File: config.mk
export PLATFORM = sky130hd
export DESIGN_NAME = dds_multich
export DESIGN_NICKNAME = d
export VERILOG_FILES = /design/src/rtl/dds_multich.sv
export SDC_FILE = /design/constraint.sdc
export NUM_CORES = 2
export LEC_CHECK = 0
export ABC_AREA = 1
export BUFFER_PORTS_ARGS = -buffer_cell sky130_fd_sc_hd__buf_2
export CELL_PAD_IN_SITES_DETAIL_PLACEMENT = 1
export CELL_PAD_IN_SITES_GLOBAL_PLACEMENT = 1
export CORE_MARGIN = 2
export CORE_UTILIZATION = 45
export DETAILED_ROUTE_END_ITERATION = 16
export PLACE_DENSITY_LB_ADDON = 0.15
export SLEW_MARGIN = 20
export SYNTH_ARGS = -nofsm -noshare
export SYNTH_HDL_FRONTEND = slang
export SYNTH_SLANG_ARGS = --single-unit
File: constraint.sdc
create_clock -name sclk -period 5.62 [get_ports sclk]
set_input_delay 0.562 -clock sclk [delete_from_list [all_inputs] [get_ports sclk]]
set_output_delay 0.562 -clock sclk [all_outputs]
set_load 0.05 [all_outputs]
File: src/rtl/dds_multich.sv
// N_CH-channel DDS (sine/square/triangle/sawtooth) with phase offset, amplitude scaling and
// double-buffered configuration. Define DDS_SWEEP_EN to add the per-channel linear frequency sweep.
module dds_multich #(
  parameter int N_CH      = 2,
  parameter int ACC_W     = 30,
  parameter int LUT_AW    = 8,
  parameter int OUT_W     = 8,
  parameter int SWEEP_DIV = 1024,
  localparam int CH_W     = (N_CH > 1) ? $clog2(N_CH) : 1
) (
  input  logic                  sclk,
  input  logic                  rst_n,
  input  logic                  cfg_we,
  input  logic [CH_W-1:0]       cfg_ch,
  input  logic [2:0]            cfg_addr,
  input  logic [ACC_W-1:0]      cfg_data,
  input  logic                  cfg_load,
  input  logic                  sync_clr,
  output logic [N_CH*OUT_W-1:0] o_wave,
  output logic                  o_valid,
  output logic                  clk_DA
);
  localparam int  LUT_N = 2 ** LUT_AW;
  localparam int  MID_I = 2 ** (OUT_W - 1);
  localparam real PI    = 3.14159265358979;
  localparam logic [OUT_W-1:0] MID = {1'b1, {(OUT_W-1){1'b0}}};

  // Sine table, filled at elaboration
  logic [OUT_W-1:0] lut [LUT_N];
  for (genvar k = 0; k < LUT_N; k++) begin : g_lut
    localparam real ANG = 2.0 * PI * k / LUT_N;
    localparam int  VAL = $rtoi(MID_I + (MID_I - 1) * $sin(ANG) + 0.5);
    assign lut[k] = OUT_W'(VAL);
  end

  logic [ACC_W-1:0] sh_fc_q [N_CH], sh_fc_d [N_CH], act_fc_q [N_CH], act_fc_d [N_CH];
  logic [ACC_W-1:0] sh_pc_q [N_CH], sh_pc_d [N_CH], act_pc_q [N_CH], act_pc_d [N_CH];
  logic [1:0]       sh_mode_q [N_CH], sh_mode_d [N_CH], act_mode_q [N_CH], act_mode_d [N_CH];
  logic [8:0]       sh_amp_q [N_CH], sh_amp_d [N_CH], act_amp_q [N_CH], act_amp_d [N_CH];
  logic [ACC_W-1:0] acc_q [N_CH], acc_d [N_CH], p1_pc_q [N_CH], p1_pc_d [N_CH];
  logic [1:0]       p1_mode_q [N_CH], p1_mode_d [N_CH];
  logic [8:0]       p1_amp_q [N_CH], p1_amp_d [N_CH], p2_amp_q [N_CH], p2_amp_d [N_CH];
  logic [OUT_W-1:0] smp_q [N_CH], smp_d [N_CH], wave_q [N_CH], wave_d [N_CH];
  logic [2:0]       valid_q, valid_d;
  logic [N_CH-1:0]  unused_bits;
`ifdef DDS_SWEEP_EN
  localparam int DIV_W = (SWEEP_DIV > 1) ? $clog2(SWEEP_DIV) : 1;
  logic [ACC_W-1:0] sh_step_q [N_CH], sh_step_d [N_CH], act_step_q [N_CH], act_step_d [N_CH];
  logic [ACC_W-1:0] sh_end_q [N_CH], sh_end_d [N_CH], act_end_q [N_CH], act_end_d [N_CH];
  logic [ACC_W-1:0] fc_run_q [N_CH], fc_run_d [N_CH];
  logic [DIV_W-1:0] div_q, div_d;
`endif

  // Next-state logic: config write/load, accumulators, waveform shaping and amplitude scaling
  always_comb begin
    logic                     wr;
    logic [ACC_W-1:0]         fc_use, ph;
    logic [OUT_W-1:0]         tri_s, raw;
    logic [8:0]               amp_s;
    logic signed [OUT_W:0]    diff;
    logic signed [OUT_W+10:0] prod, res;
`ifdef DDS_SWEEP_EN
    logic                     tick;
    logic signed [ACC_W+1:0]  nxt, end_s;
    tick  = !cfg_load && (div_q == DIV_W'(SWEEP_DIV - 1));
    div_d = (cfg_load || tick) ? {DIV_W{1'b0}} : div_q + {{(DIV_W-1){1'b0}}, 1'b1};
    nxt   = {(ACC_W+2){1'b0}};
    end_s = {(ACC_W+2){1'b0}};
`endif
    wr = 1'b0; fc_use = {ACC_W{1'b0}}; ph = {ACC_W{1'b0}};
    tri_s = {OUT_W{1'b0}}; raw = {OUT_W{1'b0}}; amp_s = 9'd0;
    diff = {(OUT_W+1){1'b0}}; prod = {(OUT_W+11){1'b0}}; res = {(OUT_W+11){1'b0}};
    unused_bits = {N_CH{1'b0}};
    valid_d = {valid_q[1:0], 1'b1};
    for (int c = 0; c < N_CH; c++) begin
      wr = cfg_we && (cfg_ch == CH_W'(c));
      sh_fc_d[c] = sh_fc_q[c]; sh_pc_d[c] = sh_pc_q[c];
      sh_mode_d[c] = sh_mode_q[c]; sh_amp_d[c] = sh_amp_q[c];
`ifdef DDS_SWEEP_EN
      sh_step_d[c] = sh_step_q[c]; sh_end_d[c] = sh_end_q[c];
`endif
      case ({wr, cfg_addr})
        4'b1000: sh_fc_d[c]   = cfg_data;
        4'b1001: sh_pc_d[c]   = cfg_data;
        4'b1010: sh_mode_d[c] = cfg_data[1:0];
        4'b1011: sh_amp_d[c]  = cfg_data[8:0];
`ifdef DDS_SWEEP_EN
        4'b1100: sh_step_d[c] = cfg_data;
        4'b1101: sh_end_d[c]  = cfg_data;
`endif
        default: ;
      endcase
      act_fc_d[c]   = cfg_load ? sh_fc_q[c]   : act_fc_q[c];
      act_pc_d[c]   = cfg_load ? sh_pc_q[c]   : act_pc_q[c];
      act_mode_d[c] = cfg_load ? sh_mode_q[c] : act_mode_q[c];
      act_amp_d[c]  = cfg_load ? sh_amp_q[c]  : act_amp_q[c];
`ifdef DDS_SWEEP_EN
      act_step_d[c] = cfg_load ? sh_step_q[c] : act_step_q[c];
      act_end_d[c]  = cfg_load ? sh_end_q[c]  : act_end_q[c];
      nxt   = $signed({2'b00, fc_run_q[c]}) + $signed({{2{act_step_q[c][ACC_W-1]}}, act_step_q[c]});
      end_s = $signed({2'b00, act_end_q[c]});
      if (cfg_load) begin
        fc_run_d[c] = sh_fc_q[c];
      end else if (tick && (act_step_q[c] != {ACC_W{1'b0}}) && (fc_run_q[c] != act_end_q[c])) begin
        // Reaching or crossing the end point in the step's direction clamps and holds
        if (act_step_q[c][ACC_W-1] ? (nxt <= end_s) : (nxt >= end_s)) begin
          fc_run_d[c] = act_end_q[c];
        end else begin
          fc_run_d[c] = nxt[ACC_W-1:0];
        end
      end else begin
        fc_run_d[c] = fc_run_q[c];
      end
      fc_use = fc_run_q[c];
`else
      fc_use = act_fc_q[c];
`endif
      acc_d[c] = sync_clr ? {ACC_W{1'b0}} : acc_q[c] + fc_use;
      // Offset/mode/amp travel with the sample so a load never mixes old and new settings
      p1_pc_d[c] = act_pc_q[c]; p1_mode_d[c] = act_mode_q[c];
      p1_amp_d[c] = act_amp_q[c]; p2_amp_d[c] = p1_amp_q[c];
      ph    = acc_q[c] + p1_pc_q[c];
      tri_s = ph[ACC_W-2 -: OUT_W];
      case (p1_mode_q[c])
        2'd0:    raw = lut[ph[ACC_W-1 -: LUT_AW]];
        2'd1:    raw = ph[ACC_W-1] ? {OUT_W{1'b0}} : {OUT_W{1'b1}};
        2'd2:    raw = ph[ACC_W-1] ? ~tri_s : tri_s;
        default: raw = ph[ACC_W-1 -: OUT_W];
      endcase
      smp_d[c] = raw;
      amp_s = (p2_amp_q[c] > 9'd256) ? 9'd256 : p2_amp_q[c];
      diff  = $signed({1'b0, smp_q[c]}) - $signed({1'b0, MID});
      prod  = (OUT_W+11)'(diff) * (OUT_W+11)'($signed({1'b0, amp_s}));
      res   = (prod >>> 8) + (OUT_W+11)'($signed({1'b0, MID}));
      wave_d[c] = res[OUT_W-1:0];
      unused_bits[c] = ^{ph, res};
    end
  end

  // State registers with synchronous active-low reset
  always_ff @(posedge sclk) begin
    if (!rst_n) begin
      for (int c = 0; c < N_CH; c++) begin
        sh_fc_q[c] <= {ACC_W{1'b0}}; act_fc_q[c] <= {ACC_W{1'b0}};
        sh_pc_q[c] <= {ACC_W{1'b0}}; act_pc_q[c] <= {ACC_W{1'b0}};
        sh_mode_q[c] <= 2'd0; act_mode_q[c] <= 2'd0; p1_mode_q[c] <= 2'd0;
        sh_amp_q[c] <= 9'd256; act_amp_q[c] <= 9'd256;
        p1_amp_q[c] <= 9'd256; p2_amp_q[c] <= 9'd256;
        acc_q[c] <= {ACC_W{1'b0}}; p1_pc_q[c] <= {ACC_W{1'b0}};
        smp_q[c] <= MID; wave_q[c] <= MID;
`ifdef DDS_SWEEP_EN
        sh_step_q[c] <= {ACC_W{1'b0}}; act_step_q[c] <= {ACC_W{1'b0}};
        sh_end_q[c] <= {ACC_W{1'b0}}; act_end_q[c] <= {ACC_W{1'b0}};
        fc_run_q[c] <= {ACC_W{1'b0}};
`endif
      end
      valid_q <= 3'b000;
`ifdef DDS_SWEEP_EN
      div_q <= {DIV_W{1'b0}};
`endif
    end else begin
      sh_fc_q <= sh_fc_d; act_fc_q <= act_fc_d; sh_pc_q <= sh_pc_d; act_pc_q <= act_pc_d;
      sh_mode_q <= sh_mode_d; act_mode_q <= act_mode_d; p1_mode_q <= p1_mode_d;
      sh_amp_q <= sh_amp_d; act_amp_q <= act_amp_d; p1_amp_q <= p1_amp_d; p2_amp_q <= p2_amp_d;
      acc_q <= acc_d; p1_pc_q <= p1_pc_d; smp_q <= smp_d; wave_q <= wave_d;
      valid_q <= valid_d;
`ifdef DDS_SWEEP_EN
      sh_step_q <= sh_step_d; act_step_q <= act_step_d;
      sh_end_q <= sh_end_d; act_end_q <= act_end_d;
      fc_run_q <= fc_run_d; div_q <= div_d;
`endif
    end
  end

  for (genvar c = 0; c < N_CH; c++) begin : g_out
    assign o_wave[c*OUT_W +: OUT_W] = wave_q[c];
  end
  assign o_valid = valid_q[2];
  assign clk_DA  = ~sclk;
endmodule

=== Word level (Yosys, flattened, before mapping) ===
Memory sizes are Yosys's and may differ from the RTL's.
Cells that the tools add are included.

* Input bits: 39
* Bits in writable memories: 0
* Bits in read-only memories: 4096
* Latch bits: 0
* Output and inout port bits: 18
* Memories kept: 2
* Bits in registers: 479

* Equal/unequal tests: 12
* $mul: 2
* Shift operators: 0
* Order comparisons: 4
* Add/sub/neg operators: 8
* Bitwise logic cells: 7
* Reduce and logical (&&, ||, !) cells: 5
* Div/mod/pow operators: 0
* Multiplexer cells: 13

{| class="wikitable"
|+ Memories
! memory !! words !! width !! read ports !! clocked after memory_dff !! write ports !! RTL line !! RTL
|-
| (no name shown) || 256 || 8 || 1 || 0 || 0 || 125 || <nowiki>2'd0: raw = lut[ph[ACC_W-1 -: LUT_AW]];</nowiki>
|-
| (no name shown) || 256 || 8 || 1 || 0 || 0 || 125 ||
|}

{| class="wikitable"
|+ Operators with widths
! operator !! count
|-
| adder 30 bit || 4
|-
| two-way mux 8 bit || 8
|-
| case mux 8 bit (3 select lines) || 2
|-
| == test 4 bit (second input constant) || 8
|-
| multiplier 9 x 10 -> 16 bit || 2
|-
| greater-or-equal comparator 9 bit (second input constant) || 2
|-
| greater-than comparator 9 bit (second input constant) || 2
|-
| two-way mux 9 bit || 2
|-
| inverter 8 -> 9 bit || 2
|-
| subtractor 8 x 8 -> 9 bit (second input constant) || 2
|-
| adder 8 bit (second input constant) || 2
|-
| inverter 8 bit || 2
|-
| == test 2 x 1 -> 1 bit (second input constant) || 2
|-
| == test 2 bit (second input constant) || 2
|-
| logical NOT 2 bit || 2
|-
| inverter 1 bit || 3
|-
| logical AND 1 bit || 2
|-
| OR reduction 2 bit || 1
|-
| two-way mux 1 bit || 1
|}

=== Depth between registers and ports, before layout ===
* Depth after elaboration: 6
* Gate-level depth with buffers: 26

==> out/metrics.csv <==
stage,metric,value,unit
detailed_routing,DRT Wirelength,93.26,mm
cells_and_area,"Area growth, synth to finish",9.294,%
detailed_routing,Routed Antenna Nets,0,
yosys,Post-Synthesis Cells,4447,
detailed_routing,vias per cell,5.329,
detailed_routing,DR iter-0 viols,1667,
cells_and_area,sequential cell area,9589,um2
setup_path,worst-path maximum fanout,6,
die,core box area,65750,um2
flow_run,Max-Cap Viols,0,
cells_and_area,# fillers,8704,
sta,Final Cycle Share,94.43,%
grt,global route overflow,0,
placed_design,GPL Wtd Cong,0.9030,
sta,Finish-stage setup viols,0,
power_and_ir_drop,Comb power frac,15.9,%
sta,RSZ-0062 raised after global routing,yes,
status,status,completed,
cells_and_area,Final #Nets,4769,
sta,slew of the pin with the lowest slew margin,1009,ps
yosys,Yosys warning count,0,
yosys,"Seq/Total Area, Yosys",32.06,%
sta,fin crit period,5307,ps
yosys,Post-Synthesis Cell Area,29910,um2
cells_and_area,"non-filler cells, final",5333,
cells_and_area,share of cells above drive strength 1,5.416,%
setup_path,Worst Setup End Kind,register,
grt,vias in the first global route,28990,
clock_tree,"Setup Fix Bufs, Post-CTS",0,
placed_design,pre-CTS WS,132.4,ps
power_and_ir_drop,LEAKAGE,16.61,nW
grt,initial antenna violation count,5,
sta,max_slew headroom,32.72,%
die,die width,261.8,um
placed_design,placed cell count,5234,
power_and_ir_drop,Internal,6.100,mW
clock_tree,H-tree depth,2,
clock_tree,clock root buffer master,clkbuf_16,
yosys,Synth async-reset ratio,0,%
sta,Final Max Slew Viols,0,
power_and_ir_drop,P_sw,2.585,mW
die,full die area,68550,um2
placed_design,DPL Wire Length,68.48,mm
die,Ports,57,
yosys,Post-synth EDFFs,0,
yosys,Post-Synthesis Net Count,4790,
die,starting density of the core,45.50,%
clock_tree,# hold bufs at CTS,0,
grt,Tot GR Track Use,27.21,%
detailed_routing,detailed-route DRC error count,0,
yosys,Cell variety after synth,53,
power_and_ir_drop,Peak supply drop,0.0002293,V
clock_tree,CTS tree,done,
yosys,"flops & latches, synth",479,
sta,setup ws final,312.9,ps
setup_path,CP Class,register to register,
power_and_ir_drop,clock share of power,42.1,%
setup_path,Required @ worst endpoint,6110,ps
detailed_routing,WL per Instance,17.49,um
clock_tree,Clock Path Buffers,3,
sta,Final Hold Slack,236.7,ps
power_and_ir_drop,sequential power share,41.9,%
grt,first-pass GRT wire length,151.2,mm
clock_tree,Worst-Skew Late Latency,630,ps
power_and_ir_drop,switching share of power,29.77,%
sta,Total Neg Setup Slack,0,ps
detailed_routing,DR pass1 iterations,5,
die,row count,94,
cells_and_area,area occupied by multi-input gates,17620,um2
clock_tree,"Reg clk slew, reported paths",70,ps
yosys,Most used DFF post-synth,dfxtp_1,
setup_path,WP data arrival,5800,ps
die,Chip Height,261.8,um
power_and_ir_drop,PD cells,265.7,nW/um2
sta,final hold vios,0,
clock_tree,post-CTS resize count,0,
setup_path,startpoint types,register,
grt,largest net degree at the start of global routing,122,
sta,Final Skew,31.55,ps
sta,Max Clock Freq,188.4,MHz
placed_design,IO Port Bufs,56,
hold_path,worst min path class,input pin to register,
clock_tree,total CTS buffers,54,
yosys,mean cell area of the mapped netlist,6.726,um2
detailed_routing,DR vias,28420,
==> power groups by stage <==
stage,Clock (mW),Combinational [mW],Sequential (mW)
final,3.66,1.38,3.64
after global routing,3.87,1.56,3.66
after CTS,3.73,1.37,3.64
after global placement,0.0361,1.32,3.71
after detailed placement,0.0361,1.35,3.72
after floorplan,0.0301,0.946,3.71
==> metrics by stage <==
| stage | total power, mW | instance area (um2) | util [%] |
|---|---|---|---|
| 3_5_place_dp | 5.105 | 30790 | 46.84 |
| 5_1_grt | 9.093 | 32690 | 49.72 |
| 2_1_floorplan | 4.691 | 29910 | - |
| 3_3_place_gp | 5.071 | 30790 | 46.84 |
| 6_report | 8.686 | 32690 | 49.73 |
| 4_1_cts | 8.745 | 32650 | 49.65 |
==> state kept, by name, summed over array words and instances, names as in the netlist <==
name        count
o_wave         16
p1_mode_q       4
act_mode_q      4
valid_q         3
act_pc_q       60
act_fc_q       60
sh_pc_q        60
p1_amp_q       18
smp_q          16
sh_fc_q        60
p1_pc_q        60
acc_q          60
act_amp_q      18
sh_mode_q       4
sh_amp_q       18
p2_amp_q       18
==> placed cells by master, fill, tap and decap left out, types with 3 or more instances in the layout <==
cell	Yosys	routed
xor2_1	8	8
or2_2	4	4
nor2_2	7	9
a21boi_0	12	12
inv_6	0	3
clkinv_2	0	8
nand2_1	973	969
buf_4	9	32
clkinv_1	2	4
clkbuf_8	0	15
fa_1	100	100
clkbuf_1	118	9
inv_1	534	528
ha_1	204	204
a21o_1	9	9
nand2_2	23	27
a31oi_1	24	24
inv_2	3	7
nor2_1	877	872
o211ai_1	13	13
a21oi_1	223	221
dfxtp_1	479	479
bufinv_16	0	3
nand4_1	35	35
xnor2_1	11	11
o21bai_1	9	9
o21ai_0	400	400
o21a_1	24	24
nor3_1	23	23
nor2_4	1	4
o31ai_1	7	7
clkbuf_16	0	55
o21ai_1	9	9
a21oi_2	2	4
nand3_1	238	238
buf_2	24	54
==> cell type report <==
| cell class | instances | share of cell area, % |
|---|---|---|
| clock inverters | 20 | 0.7310 |
| flip-flops and latches | 479 | 29.33 |
| well taps | 864 | 3.307 |
| inverters | 538 | 6.185 |
| multi-input cells | 3265 | 53.89 |
| diodes | 1 | 0.007654 |
| repair buffers | 86 | 1.592 |
| clock buffers | 80 | 4.960 |
==> logic make-up (layout without fill, tap and decap cells) <==
| family | Yosys count | count (layout) | synth area share (%) |
|---|---|---|---|
| other | 0 | 1 | 0 |
| xor gates and xnor gates | 20 | 20 | 0.6107 |
| and+or+nand+nor | 2197 | 2197 | 29.54 |
| DFF | 479 | 479 | 32.06 |
| adders and majority gates | 304 | 304 | 15.23 |
| AOI/OAI and AO/OA | 744 | 744 | 13.34 |
| buffers and inverters | 703 | 724 | 9.223 |
==> worst paths after layout <==
| check | start | end | slack [ps] | cells after the start |
|---|---|---|---|---|
| max | p2_amp_q[9] | o_wave[7] | 310 | 21 |
| min | cfg_data[10] | sh_pc_q[40] | 240 | 3 |
| max reg2reg | p2_amp_q[9] | o_wave[7] | 310 | 21 |
| min reg2reg | valid_q[0] | valid_q[1] | 420 | 2 |
==> Yosys cell counts (3+ instances only) <==
library cell / n / area (um2)
nand2_1: 973 / 3652
nor2_1: 877 / 3292
inv_1: 534 / 2004
dfxtp_1: 479 / 9589
o21ai_0: 400 / 2002
nand3_1: 238 / 1191
a21oi_1: 223 / 1116
ha_1: 204 / 2552
clkbuf_1: 118 / 442.9
fa_1: 100 / 2002
nand4_1: 35 / 219.0
a31oi_1: 24 / 150.1
buf_2: 24 / 120.1
o21a_1: 24 / 180.2
nand2_2: 23 / 143.9
nor3_1: 23 / 115.1
o211ai_1: 13 / 97.59
a21boi_0: 12 / 90.09
xnor2_1: 11 / 96.34
a21o_1: 9 / 67.56
buf_4: 9 / 67.56
o21ai_1: 9 / 45.04
o21bai_1: 9 / 67.56
xor2_1: 8 / 70.07
nor2_2: 7 / 43.79
o31ai_1: 7 / 52.55
buf_1: 6 / 22.52
buf_6: 6 / 67.56
or2_2: 4 / 25.02
inv_2: 3 / 11.26
==> worst max-delay path, stage by stage, from the launching register on <==
cell,delay [ps]
dfxtp_1,340
nor2_1,120
nand3_1,120
o21ai_4,230
inv_2,130
nor2_2,220
nand2_1,110
fa_1,520
fa_1,520
inv_1,50
fa_1,460
fa_1,550
inv_1,50
fa_1,500
inv_1,50
ha_1,370
a21oi_2,220
o21ai_0,120
a21oi_1,150
o21ai_0,120
a21oi_1,150
o21ai_0,100
==> metal layers <==
| layer | global-route usage, % | vias to the layer above | routed length (um) |
|---|---|---|---|
| met3 | 3.115 | 135 | 3824 |
| met2 | 46.86 | 518 | 44230 |
| met5 | 0 | - | 51 |
| met4 | 6.992 | 8 | 2110 |
| li1 | - | 14130 | - |
| met1 | 36.20 | 13630 | 43050 |
(Power assumes the default switching activity.)
